`src/rtl/imem_loader_if.sv`:
```
// Byte-stream receive link and instruction-memory write port of the boot loader.
interface imem_loader_if #(parameter int ADDR_W = 10);
  logic              rx_valid;
  logic [7:0]        rx_data;
  logic              rx_ready;
  logic              imem_we;
  logic [ADDR_W-1:0] imem_addr;
  logic [31:0]       imem_wdata;

  modport master (input rx_valid, rx_data,
                  output rx_ready, imem_we, imem_addr, imem_wdata);
  modport slave  (output rx_valid, rx_data,
                  input rx_ready, imem_we, imem_addr, imem_wdata);
endinterface

```
`src/rtl/imem_loader.sv`:
```
// Boot loader: assembles a counted little-endian byte stream into imem words, holds core in reset until done.
// Optional trailing checksum byte enabled by defining IMEM_LOADER_CHECKSUM_EN.
module imem_loader #(
  parameter int ADDR_W    = 10,
  parameter int MAX_WORDS = 1024
) (
  input  logic          clk,
  input  logic          rst,
  imem_loader_if.master bus,
  output logic          core_rst,
  output logic          load_done,
  output logic          load_err
);

`ifdef IMEM_LOADER_CHECKSUM_EN
  typedef enum logic [2:0] {S_HDR0, S_HDR1, S_DATA, S_CHK, S_DONE, S_ERR} state_t;
`else
  typedef enum logic [2:0] {S_HDR0, S_HDR1, S_DATA, S_DONE, S_ERR} state_t;
`endif

  state_t            state_q, state_d;
  logic [15:0]       cnt_q;
  logic [15:0]       widx_q;
  logic [1:0]        lane_q;
  logic [23:0]       wbuf_q;
  logic              we_q;
  logic [ADDR_W-1:0] addr_q;
  logic [31:0]       wdata_q;
  logic              ready;
  logic              acc;
  logic [15:0]       n_hdr;
  logic              last_byte;
`ifdef IMEM_LOADER_CHECKSUM_EN
  logic [7:0]        sum_q;
  localparam state_t S_FIN = S_CHK;
`else
  localparam state_t S_FIN = S_DONE;
`endif

  assign acc       = bus.rx_valid && ready;
  assign n_hdr     = {bus.rx_data, cnt_q[7:0]};
  assign last_byte = (lane_q == 2'd3) && (widx_q == cnt_q - 16'd1);

  always_comb begin
    state_d = state_q;
    ready   = 1'b0;
    case (state_q)
      S_HDR0: begin
        ready = 1'b1;
        if (acc) state_d = S_HDR1;
      end
      S_HDR1: begin
        ready = 1'b1;
        if (acc) begin
          if ({1'b0, n_hdr} > 17'(MAX_WORDS)) state_d = S_ERR;
          else if (n_hdr == 16'd0)            state_d = S_FIN;
          else                                state_d = S_DATA;
        end
      end
      S_DATA: begin
        ready = 1'b1;
        if (acc && last_byte) state_d = S_FIN;
      end
`ifdef IMEM_LOADER_CHECKSUM_EN
      S_CHK: begin
        ready = 1'b1;
        // whole stream, checksum byte included, must sum to zero mod 256
        if (acc) state_d = (sum_q + bus.rx_data == 8'h00) ? S_DONE : S_ERR;
      end
`endif
      default: ready = 1'b0;
    endcase
  end

  always_ff @(posedge clk) begin
    if (rst) begin
      state_q <= S_HDR0;
      cnt_q   <= '0;
      widx_q  <= '0;
      lane_q  <= '0;
      wbuf_q  <= '0;
      we_q    <= 1'b0;
      addr_q  <= '0;
      wdata_q <= '0;
`ifdef IMEM_LOADER_CHECKSUM_EN
      sum_q   <= '0;
`endif
    end else begin
      state_q <= state_d;
      we_q    <= 1'b0;
      if (acc) begin
`ifdef IMEM_LOADER_CHECKSUM_EN
        sum_q <= sum_q + bus.rx_data;
`endif
        case (state_q)
          S_HDR0: cnt_q[7:0]  <= bus.rx_data;
          S_HDR1: cnt_q[15:8] <= bus.rx_data;
          S_DATA: begin
            lane_q <= lane_q + 2'd1;
            if (lane_q == 2'd3) begin
              we_q    <= 1'b1;
              addr_q  <= widx_q[ADDR_W-1:0];
              wdata_q <= {bus.rx_data, wbuf_q};
              widx_q  <= widx_q + 16'd1;
            end else begin
              // bytes arrive LSB first; shift in from the top
              wbuf_q <= {bus.rx_data, wbuf_q[23:8]};
            end
          end
          default: ;
        endcase
      end
    end
  end

  assign bus.rx_ready   = ready;
  assign bus.imem_we    = we_q;
  assign bus.imem_addr  = addr_q;
  assign bus.imem_wdata = wdata_q;
  assign load_done      = (state_q == S_DONE);
  assign load_err       = (state_q == S_ERR);
  assign core_rst       = (state_q != S_DONE);

endmodule
```
`src/flat_wrapper.sv`:
```
// flat-port wrapper written by rule: the top's interface ports become plain ports
module imem_loader_flat 
#(
  parameter int ADDR_W    = 10,
  parameter int MAX_WORDS = 1024
)
  (clk, rst, core_rst, load_done, load_err, bus_rx_valid, bus_rx_data, bus_rx_ready, bus_imem_we, bus_imem_addr, bus_imem_wdata);
  imem_loader_if #(.ADDR_W(ADDR_W)) bus_i ();
  input  logic clk;
  input  logic rst;
  output logic core_rst;
  output logic load_done;
  output logic load_err;
  input wire logic [$bits(bus_i.rx_valid)-1:0] bus_rx_valid;
  input wire logic [$bits(bus_i.rx_data)-1:0] bus_rx_data;
  output wire logic [$bits(bus_i.rx_ready)-1:0] bus_rx_ready;
  output wire logic [$bits(bus_i.imem_we)-1:0] bus_imem_we;
  output wire logic [$bits(bus_i.imem_addr)-1:0] bus_imem_addr;
  output wire logic [$bits(bus_i.imem_wdata)-1:0] bus_imem_wdata;
  assign bus_i.rx_valid = bus_rx_valid;
  assign bus_i.rx_data = bus_rx_data;
  assign bus_rx_ready = bus_i.rx_ready;
  assign bus_imem_we = bus_i.imem_we;
  assign bus_imem_addr = bus_i.imem_addr;
  assign bus_imem_wdata = bus_i.imem_wdata;
  imem_loader #(.ADDR_W(ADDR_W), .MAX_WORDS(MAX_WORDS)) u_core (.clk(clk), .rst(rst), .bus(bus_i), .core_rst(core_rst), .load_done(load_done), .load_err(load_err));
endmodule
```
`config.mk`:
```
export PLATFORM = sky130hd
export DESIGN_NAME = imem_loader_flat
export DESIGN_NICKNAME = d
export VERILOG_FILES = /design/src/rtl/imem_loader_if.sv /design/src/rtl/imem_loader.sv /design/src/flat_wrapper.sv
export SDC_FILE = /design/constraint.sdc
export NUM_CORES = 1
export LEC_CHECK = 0
export CAP_MARGIN = 5
export CORE_UTILIZATION = 44
export DETAILED_ROUTE_END_ITERATION = 8
export PLACE_DENSITY = 0.71
export SLEW_MARGIN = 25
export SYNTH_ARGS = -nofsm -noshare
export SYNTH_HDL_FRONTEND = slang
export SYNTH_SLANG_ARGS = --single-unit
```
`constraint.sdc`:
```
create_clock -name clk -period 3.6 [get_ports clk]
set_clock_uncertainty 0.1 [all_clocks]
set_input_delay 0.72 -clock clk [delete_from_list [all_inputs] [get_ports clk]]
set_output_delay 0.72 -clock clk [all_outputs]
set_load 0.01 [all_outputs]
```
==> out/metrics.cfg <==
[detailed_routing]
route.antenna.remaining_nets = 0
wire_per_inst_um = 13.6
dr.pass1.iters = 5
routed_wl_mm = 10.0
first_iter_violations = 223
drt-vias-per-instance = 5.14
drc = 0
vias = 3772

[place]
portBuffers = 57
dpl_cell_area_um2 = 5000
gp_congestion = 0.876
dp_hpwl_mm = 7.12
placedCellCount = 718

[power]
powerDensity_nw_per_um2 = 402
vdd_drop_max_uv = 257
p_leak_uw = 0.00174

[clocking]
clock_latency_ns = 0.36
post_cts_resized = 0
cts_sinks = 104
cts_hold_buf = 0
cts_root_buf = clkbuf_8
cts_setup_buffers = 0
cts_tree = yes
h-tree-depth = 3
numCtsBuffers = 9
clock_path_buffers = 2
clkSlewWorstSetupHoldPaths_ns = 0.10

[timing]
rsz0062_at_grt = no
fin_setup_tns_ns = 0
post-route-period-util_pct = 74.6
worstMarginPinSlew_ns = 0.869
whs_ns = 0.362
max_slew_margin_pct = 42.1
drv_slew = 0
max_freq_mhz = 373
finalSetupViolCount = 0
period_minus_slack_ns = 2.68
finalHoldViolations = 0

[worst_setup_path]
cp-end-kind = output port
critPathArrivalTime_ns = 1.86
start_kind = flop
cpPeakStageDelay_ns = 0.52
crit_chain = nand2_1 -> or2_2 -> inv_1 -> clkdlybuf4s50_1
path_class = reg -> out
worstPathMaxFanout = 9
slowest_stage = clkdlybuf4s50_1
required_ns = 2.78

[worst_hold_path]
hp-class = reg -> reg

[synthesis]
synth_nets = 575
synth_top_area_cell = dfxtp_1
ys_top_cells_by_area = dfxtp_1 48%, nand2_1 15%, a21oi_1 11%, xnor2_1 3.4%, clkbuf_1 2.8%
synth-async-reset-ratio_pct = 0
ys_ff_latch = 104
synthCells = 561
yosys_warnings = 0
synth_cell_types = 47
syn-mean-instance-area_um2 = 7.81
synth-edff-count = 0
synth.cell_area_um2 = 4380
seq_area_frac_synth_pct = 47.5
ys_dominant_reg_cell = dfxtp_1
yosysTopAreaCellShare_pct = 47.5

[job]
drv_cap = 0

[finish]
fin_cells = 734
multi_input_area_um2 = 2110
final_common_cell = nand2_1
final_util_pct = 53.3
final_cell_mix = 180 x nand2_1, 104 x dfxtp_1, 92 x a21oi_1, 56 x clkdlybuf4s50_1, 28 x nor2_1
fillers = 982
drive_gt1_share_pct = 5.16
area_growth_pct = 18.5
regArea_um2 = 2080
stdcell_area_um2 = 5190
antenna_cells = 0
final_nets = 610

[global_routing]
antenna_found_initial = 0
grt_max_degree = 46
track_usage_pct = 20.2
met3_usage_pct = 3.31
gr-total-overflow = 0
use_met2_pct = 32.3
busiest_layer = met2
met1_usage_pct = 27.1
grt_first_pass_wirelength_mm = 16.3
grt_pass1_vias = 3404

[floorplanning]
fp.coreArea_um2 = 9730
start_util_pct = 45.0
io_pins = 58
core.rowCount = 36
die_w_um = 102
chipHeight_um = 102
die_area_um2 = 10400

[run_status]
run_status = complete, no violations

[flip-flops by register name, indices dropped and copies added (netlist names)]
name	flops
u_core.bus.imem_addr	10
u_core.bus.imem_wdata	32
u_core.bus.imem_we	1
u_core.cnt_q	16
u_core.lane_q	2
u_core.state_q	3
u_core.wbuf_q	24
u_core.widx_q	16
[metrics by stage]
stage	power [uW]	setup slack (ns)
6_report	2080	0.916
3_5_place_dp	1420	0.648
2_1_floorplan	1370	1.38
4_1_cts	2100	0.911
5_1_grt	2170	0.839
3_3_place_gp	1410	0.735
[worst max-delay path: cells and delay by family, from the launching register on]
family / cells / cell delay [ns]
buffers and inverters: 2 / 0.58
flip-flops: 1 / 0.50
AND/OR/NAND/NOR: 2 / 0.42
[metal layers]
| layer | vias to the layer above | share of wire [%] | wire [um] |
|---|---|---|---|
| met5 | - | 0 | 0 |
| met4 | 0 | 1.0 | 104 |
| met3 | 12 | 5.1 | 507 |
| met2 | 94 | 48 | 4760 |
| met1 | 1745 | 46 | 4630 |
| li1 | 1921 | - | - |
[cell usage after synthesis (all sizes together) (4+ instances only)]
cell    number
clkbuf      33
nand3        8
buf          6
or3          6
o21ai        5
xor2        14
and2         4
nor2        28
nor3         7
inv          7
dfxtp      104
xnor2       17
nand4        7
nand2      181
a21oi       92
[cell families after synthesis]
| kind of cell | Yosys count | synth area share (%) |
|---|---|---|
| compound gates | 111 | 13.8 |
| xor+xnor | 31 | 6.20 |
| fa+ha+maj | 3 | 0.857 |
| buf+inv | 46 | 4.26 |
| flops | 104 | 47.5 |
| mux | 3 | 0.686 |
| simple gates | 263 | 26.7 |
[power breakdown]
| group | switching [uW] | total (uW) | internal [uW] |
|---|---|---|---|
| Sequential | 26.4 | 1190 | 1160 |
| Combinational | 118 | 206 | 88.1 |
| Clock | 422 | 686 | 264 |
[worst paths after layout]
| kind | depth (start not counted) | startpoint | slack [ns] | endpoint |
|---|---|---|---|---|
| worst min-delay path | 2 | u_core.bus.imem_wdata[11] | 0.36 | u_core.bus.imem_wdata[11] |
| worst min register to register | 2 | u_core.bus.imem_wdata[11] | 0.36 | u_core.bus.imem_wdata[11] |
| worst max-delay path | 4 | u_core.state_q[0] | 0.92 | load_done |
| worst max register to register | 8 | u_core.cnt_q[0] | 1.14 | u_core.state_q[0] |
[layout make-up]
type	instances	area share (%)
inverters	7	0.507
clock buffers	9	2.39
well taps	133	3.21
clock inverters	7	1.30
multi-input cells	411	40.7
flip-flops and latches	104	40.1
repair buffers	63	11.8
(Power assumes the default switching activity.)
